===== src/rtl/wdt_seq_pkg.sv =====
// Shared definitions for the watchdog reset sequencer: state encoding,
// default timing parameters and the expiry counter width.
package wdt_seq_pkg;

    localparam int STATE_W   = 3;
    localparam int EXP_CNT_W = 4;

    localparam int DEF_WARN_CYCLES    = 4;
    localparam int DEF_RST_CYCLES     = 8;
    localparam int DEF_HOLDOFF_CYCLES = 16;
    localparam int DEF_MAX_RESETS     = 3;
    localparam int DEF_CNT_W          = 16;

    localparam logic [STATE_W-1:0] ST_IDLE    = 3'd0;
    localparam logic [STATE_W-1:0] ST_WARN    = 3'd1;
    localparam logic [STATE_W-1:0] ST_RESET   = 3'd2;
    localparam logic [STATE_W-1:0] ST_HOLDOFF = 3'd3;
    localparam logic [STATE_W-1:0] ST_LOCKOUT = 3'd4;

    typedef enum logic [STATE_W-1:0] {
        IDLE    = ST_IDLE,
        WARN    = ST_WARN,
        RESET   = ST_RESET,
        HOLDOFF = ST_HOLDOFF,
        LOCKOUT = ST_LOCKOUT
    } seq_state_t;

    // Saturating increment of the expiry counter at the given ceiling.
    function automatic logic [EXP_CNT_W-1:0] sat_inc(
        input logic [EXP_CNT_W-1:0] value,
        input logic [EXP_CNT_W-1:0] ceiling
    );
        if (value >= ceiling) begin
            return ceiling;
        end
        return value + 1'b1;
    endfunction

endpackage


===== src/rtl/wdt_cycle_timer.sv =====
// Loadable down-counter used to time each phase of the reset sequence.
// done is high whenever the count has reached zero.
module wdt_cycle_timer #(
    parameter int CNT_W = 16
) (
    input  logic             clk,
    input  logic             rst_n,
    input  logic             load,
    input  logic [CNT_W-1:0] load_val,
    input  logic             en,
    output logic             done
);

    logic [CNT_W-1:0] count;

    // A load takes priority over counting; the counter parks at zero.
    always_ff @(posedge clk or negedge rst_n) begin
        if (!rst_n) begin
            count <= '0;
        end else if (load) begin
            count <= load_val;
        end else if (en && (count != '0)) begin
            count <= count - 1'b1;
        end
    end

    assign done = (count == '0);

endmodule


===== src/rtl/wdt_reset_sequencer.sv =====
// Turns a watchdog expiry into alarm -> timed system reset -> hold-off,
// counting issued resets and locking out after MAX_RESETS of them.
module wdt_reset_sequencer
    import wdt_seq_pkg::*;
#(
    parameter int WARN_CYCLES    = DEF_WARN_CYCLES,
    parameter int RST_CYCLES     = DEF_RST_CYCLES,
    parameter int HOLDOFF_CYCLES = DEF_HOLDOFF_CYCLES,
    parameter int MAX_RESETS     = DEF_MAX_RESETS,
    parameter int CNT_W          = DEF_CNT_W
) (
    input  logic                 clk,
    input  logic                 rst_n,
    input  logic                 ena,
    input  logic                 watchdog_expired,
    input  logic                 clr_count,
    output logic                 alarm,
    output logic                 sys_rst_n,
    output logic                 lockout,
    output logic [EXP_CNT_W-1:0] expiry_count,
    output logic [STATE_W-1:0]   state_o
);

    localparam logic [CNT_W-1:0]     WARN_LOAD    = CNT_W'(WARN_CYCLES - 1);
    localparam logic [CNT_W-1:0]     RST_LOAD     = CNT_W'(RST_CYCLES - 1);
    localparam logic [CNT_W-1:0]     HOLDOFF_LOAD = CNT_W'(HOLDOFF_CYCLES - 1);
    localparam logic [EXP_CNT_W-1:0] MAX_CNT      = EXP_CNT_W'(MAX_RESETS);

    seq_state_t       state;
    logic             trigger;
    logic             warn_abort;
    logic             at_max;
    logic             tmr_load;
    logic [CNT_W-1:0] tmr_val;
    logic             tmr_en;
    logic             tmr_done;

    assign trigger    = ena && watchdog_expired;
    assign warn_abort = !trigger;
    assign at_max     = (expiry_count == MAX_CNT);

    // Timer reload decisions mirror the FSM transitions below.
    always_comb begin
        tmr_load = 1'b0;
        tmr_val  = '0;
        tmr_en   = 1'b0;
        case (state)
            IDLE: begin
                if (trigger) begin
                    tmr_load = 1'b1;
                    tmr_val  = WARN_LOAD;
                end
            end
            WARN: begin
                if (!warn_abort && tmr_done) begin
                    tmr_load = 1'b1;
                    tmr_val  = RST_LOAD;
                end else begin
                    tmr_en = 1'b1;
                end
            end
            RESET: begin
                if (tmr_done && !at_max) begin
                    tmr_load = 1'b1;
                    tmr_val  = HOLDOFF_LOAD;
                end else begin
                    tmr_en = 1'b1;
                end
            end
            HOLDOFF: begin
                tmr_en = 1'b1;
            end
            default: begin
                tmr_en = 1'b0;
            end
        endcase
    end

    wdt_cycle_timer #(
        .CNT_W(CNT_W)
    ) u_timer (
        .clk      (clk),
        .rst_n    (rst_n),
        .load     (tmr_load),
        .load_val (tmr_val),
        .en       (tmr_en),
        .done     (tmr_done)
    );

    always_ff @(posedge clk or negedge rst_n) begin
        if (!rst_n) begin
            state        <= IDLE;
            alarm        <= 1'b0;
            sys_rst_n    <= 1'b1;
            lockout      <= 1'b0;
            expiry_count <= '0;
        end else begin
            case (state)
                IDLE: begin
                    if (trigger) begin
                        state <= WARN;
                        alarm <= 1'b1;
                    end
                end
                WARN: begin
                    if (warn_abort) begin
                        state <= IDLE;
                        alarm <= 1'b0;
                    end else if (tmr_done) begin
                        state        <= RESET;
                        alarm        <= 1'b0;
                        sys_rst_n    <= 1'b0;
                        expiry_count <= sat_inc(expiry_count, MAX_CNT);
                    end
                end
                RESET: begin
                    if (tmr_done) begin
                        if (at_max) begin
                            state   <= LOCKOUT;
                            lockout <= 1'b1;
                        end else begin
                            state     <= HOLDOFF;
                            sys_rst_n <= 1'b1;
                        end
                    end
                end
                HOLDOFF: begin
                    if (tmr_done) begin
                        state <= IDLE;
                    end
                end
                LOCKOUT: begin
                    if (clr_count) begin
                        state     <= IDLE;
                        sys_rst_n <= 1'b1;
                        lockout   <= 1'b0;
                    end
                end
                default: begin
                    state     <= IDLE;
                    alarm     <= 1'b0;
                    sys_rst_n <= 1'b1;
                    lockout   <= 1'b0;
                end
            endcase
            // Clearing overrides any increment taken on this same edge.
            if (clr_count) begin
                expiry_count <= '0;
            end
        end
    end

    assign state_o = state;

endmodule


===== config.mk =====
export PLATFORM = sky130hd
export DESIGN_NAME = wdt_reset_sequencer
export DESIGN_NICKNAME = d
export VERILOG_FILES = /design/src/rtl/wdt_seq_pkg.sv /design/src/rtl/wdt_cycle_timer.sv /design/src/rtl/wdt_reset_sequencer.sv
export SDC_FILE = /design/constraint.sdc
export NUM_CORES = 1
export LEC_CHECK = 0
export CORE_MARGIN = 5
export CORE_UTILIZATION = 43
export CTS_CLUSTER_DIAMETER = 150
export DETAILED_ROUTE_END_ITERATION = 6
export HOLD_SLACK_MARGIN = 0.15
export PLACE_DENSITY = 0.62
export SLEW_MARGIN = 20
export SYNTH_ARGS = -nofsm -noshare
export SYNTH_HDL_FRONTEND = slang
export SYNTH_HIERARCHICAL = 1
export SYNTH_SLANG_ARGS = --single-unit

===== constraint.sdc =====
create_clock -name clk -period 4.41 [get_ports clk]
set_clock_uncertainty 0.15 [all_clocks]
set_input_delay 0.6615 -clock clk [delete_from_list [all_inputs] [get_ports clk]]
set_output_delay 0.6615 -clock clk [all_outputs]
set_load 0.02 [all_outputs]

==> run summary, run 1 <==
initial antenna violation count = 0
H-tree Lvls = 1
R2R depth = 11
Final Max Tran Viols = 0
met3 routed WL = 140 um
status = finished clean
Synth cell types = 57
number of global-route vias before repair = 1468
clk_lat worst skew = 0.27 ns
Post-DP Area = 1870 um^2
crit end category = register
Sw Pwr = 0.000224 W
Clock Path Buffers = 2
Final Cell Area = 1940 um^2
drt wl/cell = 15.1 um
async set-or-reset flop fraction in the synthesized netlist = 100%
CP Class = register to register
die height = 72.1 um
DRT Pass-1 Iters = 4
Cell Rows = 22
max_slew headroom = 54.6%
reg2reg start = u_timer/count[0]$_DFFE_PN0P_
Seq/Total Area, Yosys = 39.3%
top cells by area, synth = dfrtp_1, nor2_1, nand2_1, a21oi_1, a31oi_1
Post-synth top flop = dfrtp_1
CP max FO = 15
ratio of total power to cell area = 359 nW/um^2
Sum Neg Setup Slack = 0 ns
final worst-path cycle share = 75.5%
min cycle time layout = 3.33 ns
vias per cell = 5.75
Critical Path Max Stage Delay = 0.58 ns
DR iter-0 viols = 68
Max VDD drop = 0.137 mV
Worst-path clk slew = 0.09 ns
first-pass GRT wire length = 6580 um
pin count of the biggest net entering global routing = 20
Setup Fix Bufs, Post-CTS = 0
post-synth top area share = 37.7%
commonest non-fill, non-tap cell in the layout = dfrtp_1
Cell Int Power = 0.000473 W
starting density of the core = 45.0%
hold path start = lockout$_DFFE_PN0P_
RSZ-0062 raised after global routing = false
DRC Markers = 0
final-layout fill cell count = 344
power share of the combinational group = 23.2%
Ys Warns = 6
Root Buffer = clkbuf_8
reg-to-reg critical path endpoint = u_timer/count[7]$_DFFE_PN0P_
Fin. Hold Viols = 0
register area = 652 um^2
Worst Path Required = 4.39 ns
Nets = 215
Crit path top cell by count = inv_1
Die ar. = 5200 um^2
Clk pwr share = 28.4%
cts bufs inserted = 3
Layout Area Growth over Synthesis = 17.1%
n_diodes = 0
most frequent cells in the layout = dfrtp_1, nor2_1, nand2_1
HP Class = register to register
Hold-fix buffers, CTS = 0
Hold Path End = lockout$_DFFE_PN0P_
worst path bufs/invs = 3
die width = 72.1 um
WHS Path Cells = 1
CP Launch Type = register
max-cap viol count = 0
GRT Total Usage = 15.7%
via count = 1467
detailed placement HPWL = 2830 um
proportion of layout cells with a drive suffix above 1 = 9.18%
area occupied by multi-input gates = 980 um^2
Mapped Area = 1660 um^2
maximum clock rate = 0.300 GHz
Yosys top cell by area = dfrtp_1
# port buffers = 14
CTS tree = built
Detail Route Antenna Nets = 0
core area = 3690 um^2
Avg Cell Area, Syn = 9.02 um^2
Seq cells post-synth = 26
Ports = 15
Critical Path, Cell by Cell = inv_1 -> ha_1 -> nor4b_1 -> nand4_1 -> inv_1 -> nand2_1 -> or3_1 -> a21oi_1 -> inv_1 -> nor2_1 -> a31oi_1
# resized after CTS = 0
metal2 WL = 1920 um
slack of the critical path = 1.08 ns
met1 WL = 1740 um
Routed WL = 3840 um
slowest CP cell = nor4b_1
RD Place Congestion = 0.916
critical path arrival = 3.31 ns
flop2flop setup slack = 1.08 ns
dpl ws = 1.09 ns
Sw Ratio = 32.1%
# clock sinks = 26
Flop pwr share = 48.4%
Post-Synthesis Cells = 184
number of enable flip-flop cells after synthesis = 0
final setup vio count = 0
DR top layer = met4
Top delay family on crit path = simple AND/OR/NAND/NOR gates
Leak = 0.748 nW
GRT overflow = 0
worst-margin pin slew = 0.672 ns
[state kept, by name, indices dropped and copies added (netlist names)]
register / cells
u_timer/count: 16
alarm: 1
expiry_count: 4
lockout: 1
sys_rst_n: 1
state_o: 3
[worst max path at each step]
stage                     cells after the start                         start                            end
after floorplan                              14  u_timer/count[0]$_DFFE_PN0P_  u_timer/count[12]$_DFFE_PN0P_
after global placement                        8                           ena  u_timer/count[11]$_DFFE_PN0P_
after detailed placement                      8                           ena  u_timer/count[11]$_DFFE_PN0P_
after CTS                                    11  u_timer/count[0]$_DFFE_PN0P_   u_timer/count[7]$_DFFE_PN0P_
after global routing                         11  u_timer/count[0]$_DFFE_PN0P_   u_timer/count[7]$_DFFE_PN0P_
final                                        11  u_timer/count[0]$_DFFE_PN0P_   u_timer/count[7]$_DFFE_PN0P_
[power by group through the flow]
stage | combinational, W | sequential [W] | clock, W
after floorplan | 0.000130 | 0.000320 | 0
after global routing | 0.000184 | 0.000345 | 0.000214
final | 0.000162 | 0.000337 | 0.000198
after detailed placement | 0.000163 | 0.000340 | 0
after global placement | 0.000156 | 0.000338 | 0
after CTS | 0.000164 | 0.000336 | 0.000204
[metal layers]
layer	vias to the layer above	GRT usage, %
met5	-	0
met3	4	2.63
met4	0	6.68
li1	730	-
met2	32	26.9
met1	701	19.5
[area by class of cell]
type | count | share of cell area (%)
Clock buffer | 3 | 2.12
Clock inverter | 1 | 1.54
Inverter | 7 | 1.35
Multi-Input combinational cell | 154 | 50.4
Sequential cell | 26 | 33.5
Tap cell | 48 | 3.09
Timing Repair Buffer | 16 | 7.98
[cell usage after synthesis, drive strengths merged (2+ instances only)]
master  count
a21oi      11
inv         7
a31oi       6
or3         5
a21o        3
nor2       17
nor2b       3
buf         4
and2        4
a211oi      4
o41ai       3
nand4       4
ha          2
nor4b       3
nand2b      2
o31ai       3
dfrtp      25
o21ai      12
nor3        6
nand3       3
mux2i       2
or4b        2
nor3b       3
clkbuf      4
o22ai       2
nand4b      4
nand2      15
nor4        5
or4         5
[cells by family (layout without fill, tap and decap cells)]
| kind of cell | Yosys count | after routing | share of synthesized area, % |
|---|---|---|---|
| adders and majority gates | 2 | 2 | 1.51 |
| other | 1 | 12 | 0.226 |
| and+or+nand+nor | 84 | 84 | 30.7 |
| xor gates and xnor gates | 1 | 1 | 0.528 |
| AOI/OAI and AO/OA | 52 | 52 | 21.7 |
| buffers and inverters | 15 | 27 | 4.22 |
| muxes | 3 | 3 | 1.88 |
| DFF | 26 | 26 | 39.3 |
[per-stage QoR]
step | total power, W | utilization (%) | hold slack, ns | std cells
after floorplan | 0.000450 | - | 0.216 | 195
after global placement | 0.000494 | 50.8 | 0.343 | 251
after detailed placement | 0.000503 | 50.8 | 0.331 | 251
after CTS | 0.000704 | 52.7 | 0.373 | 255
after global routing | 0.000743 | 52.7 | 0.391 | 255
final | 0.000697 | 52.7 | 0.365 | 255
(Power assumes the default switching activity.)
==> inputs of run 2 (changes only) <==
Clock period 4.41 ns to 3.3 ns, I/O delays scaled along.
==> run 2 against run 1 <==
Utilization rose by 0.98 points. Routed wire length fell by 5.7%. Non-clock buffer count rose by 3. Critical path depth fell by 1. Final cell count rose by 1.2%. Worst setup slack got worse by 0.82 ns. Global-route usage barely moved. Hold slack improved by 0.0016 ns. Via count fell by 3.9%. Largest power group unchanged.
==> run summary, run 2 (same netlist as run 1, synthesis figures left out) <==
Ports = 15
CP Launch Type = register
GRT overflow = 0
vias per cell = 5.47
Routed WL = 3620 um
critical path arrival = 3.09 ns
Worst-path clk slew = 0.09 ns
initial antenna violation count = 0
Cell Rows = 22
number of global-route vias before repair = 1481
CP max FO = 9
Util after Layout = 53.7%
Overall Power = 0.000945 W
final-layout fill cell count = 368
proportion of layout cells with a drive suffix above 1 = 11.4%
slowest CP cell = or4_1
Root Buffer = clkbuf_8
worst-margin pin slew = 0.513 ns
HP Class = register to register
first-pass GRT wire length = 6520 um
max reg flops = 16
DRT Pass-1 Iters = 4
Nets = 218
RD Place Congestion = 0.893
maximum clock rate = 0.329 GHz
Layout Area Growth over Synthesis = 19.3%
Final Max Tran Viols = 0
starting density of the core = 45.0%
Die ar. = 5200 um^2
max_slew headroom = 65.5%
R2R depth = 10
final setup vio count = 0
Detail Route Antenna Nets = 0
status = finished clean
CP Class = register to register
Max VDD drop = 0.236 mV
ratio of total power to cell area = 477 nW/um^2
DRC Markers = 0
core area = 3690 um^2
cts bufs inserted = 3
register area = 652 um^2
area occupied by multi-input gates = 993 um^2
WHS Path Cells = 1
die width = 72.1 um
drt wl/cell = 14.0 um
Setup Fix Bufs, Post-CTS = 0
CTS tree = built
n_diodes = 0
# port buffers = 14
min cycle time layout = 3.04 ns
final worst-path cycle share = 92.2%
crit end category = register
Leak = 0.763 nW
commonest non-fill, non-tap cell in the layout = dfrtp_1
max-cap viol count = 0
RSZ-0062 raised after global routing = false
GRT Total Usage = 15.8%
pin count of the biggest net entering global routing = 27
DR iter-0 viols = 56
Worst Path Required = 3.35 ns
Critical Path Max Stage Delay = 0.50 ns
Sum Neg Setup Slack = 0 ns
Top reg by flops = u_timer/count
most frequent cells in the layout = dfrtp_1, nor2_1, nand2_1
# clock sinks = 26
die height = 72.1 um
Clock Path Buffers = 2
via count = 1410
H-tree Lvls = 1
Fin. Hold Viols = 0
clk_lat worst skew = 0.27 ns
detailed placement HPWL = 2690 um
Critical Path, Cell by Cell = inv_1 -> ha_1 -> nor4b_2 -> nand4_1 -> inv_2 -> a211oi_4 -> nor4b_1 -> nand2_1 -> or4_1 -> a31oi_1
run 2: cell count changes in the layout (fill, tap and decap cells not counted), sizes merged:
cell	change
buf	+3
run 2: power breakdown:
part	switching, W	total, W	internal [W]
clock	0.000103	0.000265	0.000162
sequential	0.0000804	0.000451	0.000371
combinational	0.000117	0.000228	0.000111
run 2: worst paths after layout:
path                                               from                             to  slack (ns)
setup / recovery           u_timer/count[0]$_DFFE_PN0P_  u_timer/count[11]$_DFFE_PN0P_        0.26
hold / removal                      lockout$_DFFE_PN0P_            lockout$_DFFE_PN0P_        0.37
max in group asynchronous                         rst_n          sys_rst_n$_DFFE_PN1P_        2.26
min in group asynchronous                         rst_n   u_timer/count[7]$_DFFE_PN0P_        0.44
hold reg to reg                     lockout$_DFFE_PN0P_            lockout$_DFFE_PN0P_        0.37
setup reg to reg           u_timer/count[0]$_DFFE_PN0P_  u_timer/count[11]$_DFFE_PN0P_        0.26
run 2: metrics by stage:
step                      hold WS (ns)  instance area (um^2)  cells  setup slack, ns
after global routing             0.403                  1980    258          0.00952
final                            0.366                  1980    258            0.256
after CTS                        0.373                  1970    258            0.139
after global placement           0.346                  1900    254            0.268
after detailed placement         0.341                  1900    254            0.187
after floorplan                 0.0494                  1700    195            0.177
run 2: area by class of cell:
type                            instances  area share (%)
Tap cell                               48            3.03
Clock inverter                          1            1.52
Clock buffer                            3            2.08
Inverter                                7            1.33
Timing Repair Buffer                   19            8.97
Sequential cell                        26            32.9
Multi-Input combinational cell        154            50.2
run 2: what timing repair did:
item / in CTS / in global routing
endpoints found under the setup margin: 0 / 8
gates resized for setup: 0 / 3
hold buffers: 0 / 0
run 2: routing by layer:
metal | part of all wire, % | GRT usage, %
met5 | 0 | 0
met4 | 1.7 | 7.10
met3 | 1.9 | 2.22
met2 | 50 | 27.6
met1 | 47 | 19.0
run 2: critical path: cells and delay by family (launching register included):
family / cells / cell delay [ns]
AO/OA/AOI/OAI: 2 / 0.52
adder cells (fa/ha/maj): 1 / 0.24
AND/OR/NAND/NOR: 5 / 1.45
buffers and inverters: 2 / 0.24
flip-flops: 1 / 0.37
==> inputs of run 3 (changes only) <==
Settings changed: CORE_MARGIN 5 to 3.
==> run 3 against run 2 <==
First-iteration DRC count is 39% higher. Non-clock buffer count unchanged. Final area is 1.8% lower. Sequential power hardly changed. Final cell count decreased by 0.78%. Critical path type unchanged. Critical endpoint is now u_timer/count[8]$_DFFE_PN0P_.
==> run summary, run 3 (same netlist as run 1, synthesis figures left out) <==
vias per cell = 5.65
critical path arrival = 3.04 ns
Setup Fix Bufs, Post-CTS = 0
n_diodes = 0
flop2flop setup slack = 0.32 ns
H-tree Lvls = 1
starting density of the core = 47.2%
HP Class = register to register
CTS tree = built
crit end category = register
reg2reg start = u_timer/count[0]$_DFFE_PN0P_
core area = 3520 um^2
maximum clock rate = 0.335 GHz
drt wl/cell = 14.6 um
detailed placement HPWL = 2720 um
Detail Route Antenna Nets = 0
Hold Path End = sys_rst_n$_DFFE_PN1P_
clk_lat worst skew = 0.27 ns
max reg flops = 16
# port buffers = 14
worst-margin pin slew = 0.557 ns
Top reg by flops = u_timer/count
die width = 68.1 um
Root Buffer = clkbuf_8
final-layout fill cell count = 336
hold path start = sys_rst_n$_DFFE_PN1P_
Worst-path clk slew = 0.10 ns
CP max FO = 9
Fin. Hold Viols = 0
Final Max Tran Viols = 0
final worst-path cycle share = 90.4%
commonest non-fill, non-tap cell in the layout = dfrtp_1
Clock Path Buffers = 2
via count = 1447
Nets = 218
Leak = 0.751 nW
WHS Path Cells = 2
Finished Layout Cells = 256
Ports = 15
DRT Pass-1 Iters = 5
Max VDD drop = 0.317 mV
GRT Total Usage = 17.9%
die height = 68.1 um
max_slew headroom = 62.6%
CP Class = register to register
status = finished clean
GRT overflow = 0
DRC Markers = 0
R2R depth = 10
final setup vio count = 0
first-pass GRT wire length = 6300 um
Routed WL = 3750 um
ratio of total power to cell area = 442 nW/um^2
min cycle time layout = 2.98 ns
most frequent cells in the layout = dfrtp_1, nor2_1, nand2_1
pin count of the biggest net entering global routing = 27
Worst Path Required = 3.35 ns
number of global-route vias before repair = 1331
Sum Neg Setup Slack = 0 ns
reg-to-reg critical path endpoint = u_timer/count[8]$_DFFE_PN0P_
max-cap viol count = 0
DR iter-0 viols = 78
Cell Rows = 21
Die ar. = 4640 um^2
Layout Area Growth over Synthesis = 17.1%
CP Launch Type = register
RSZ-0062 raised after global routing = false
RD Place Congestion = 0.866
# clock sinks = 26
initial antenna violation count = 0
cts bufs inserted = 3
Placed Instances = 252
proportion of layout cells with a drive suffix above 1 = 10.5%
run 3: cell types whose count changed in the layout (fill, tap and decap cells not counted):
cell,change
a211oi_2,+1
a211oi_4,-1
bufinv_16,-1
inv_1,+1
inv_2,-1
clkbuf_1,+1
run 3: layout make-up:
type / count / area, um^2 / area share (%)
multi-input combinational: 154 / 986 / 50.7
sequential: 26 / 652 / 33.5
timing repair buffer: 19 / 178 / 9.14
tap: 46 / 57.6 / 2.96
clock buffer: 4 / 45.0 / 2.32
inverter: 7 / 26.3 / 1.35
run 3: metal layers:
layer | share of wire (%) | GRT usage [%]
met5 | 0 | 0
met1 | 53 | 25.9
met3 | 2.2 | 2.46
met2 | 44 | 27.6
met4 | 0.61 | 5.96
run 3: report_power, final:
group,internal [W],switching (W),total (W)
Combinational,0.000103,0.000114,0.000217
Sequential,0.000371,0.0000826,0.000453
Clock,0.0000865,0.000103,0.000190
run 3: through the flow:
step	cell area, um^2	util, %	hold slack (ns)	setup slack (ns)	total power, W
3_3_place_gp	1890	53.8	0.336	0.301	0.000664
2_1_floorplan	1700	-	0.0494	0.177	0.000601
6_report	1940	55.2	0.362	0.316	0.000860
4_1_cts	1940	55.0	0.367	0.251	0.000864
5_1_grt	1940	55.2	0.406	0.0367	0.000918
3_5_place_dp	1890	53.8	0.350	0.261	0.000671
run 3: worst max-delay path, stage by stage (launching register included):
cell	delay, ns
dfrtp_1	0.39
inv_1	0.08
ha_1	0.23
nor4b_1	0.16
nand4_1	0.15
inv_1	0.19
a211oi_2	0.42
and4bb_2	0.38
nand2_1	0.12
or4_1	0.49
a31oi_1	0.16
run 3: worst max path at each step:
stage                                       from                            end  slack, ns  cells past startpoint
floorplan           u_timer/count[0]$_DFFE_PN0P_  u_timer/count[12]$_DFFE_PN0P_       0.18                     14
global placement                             ena  u_timer/count[11]$_DFFE_PN0P_       0.30                      8
detailed placement                           ena  u_timer/count[11]$_DFFE_PN0P_       0.26                      8
CTS                  expiry_count[0]$_DFFE_PN0P_  u_timer/count[11]$_DFFE_PN0P_       0.25                      8
global route        u_timer/count[0]$_DFFE_PN0P_  u_timer/count[12]$_DFFE_PN0P_       0.04                     11
finish              u_timer/count[0]$_DFFE_PN0P_   u_timer/count[8]$_DFFE_PN0P_       0.32                     10
run 3: repair_timing:
item | in CTS | in global routing
resized for setup | 0 | 1
hold buffers | 0 | 0
endpoints found under the setup margin | 0 | 1
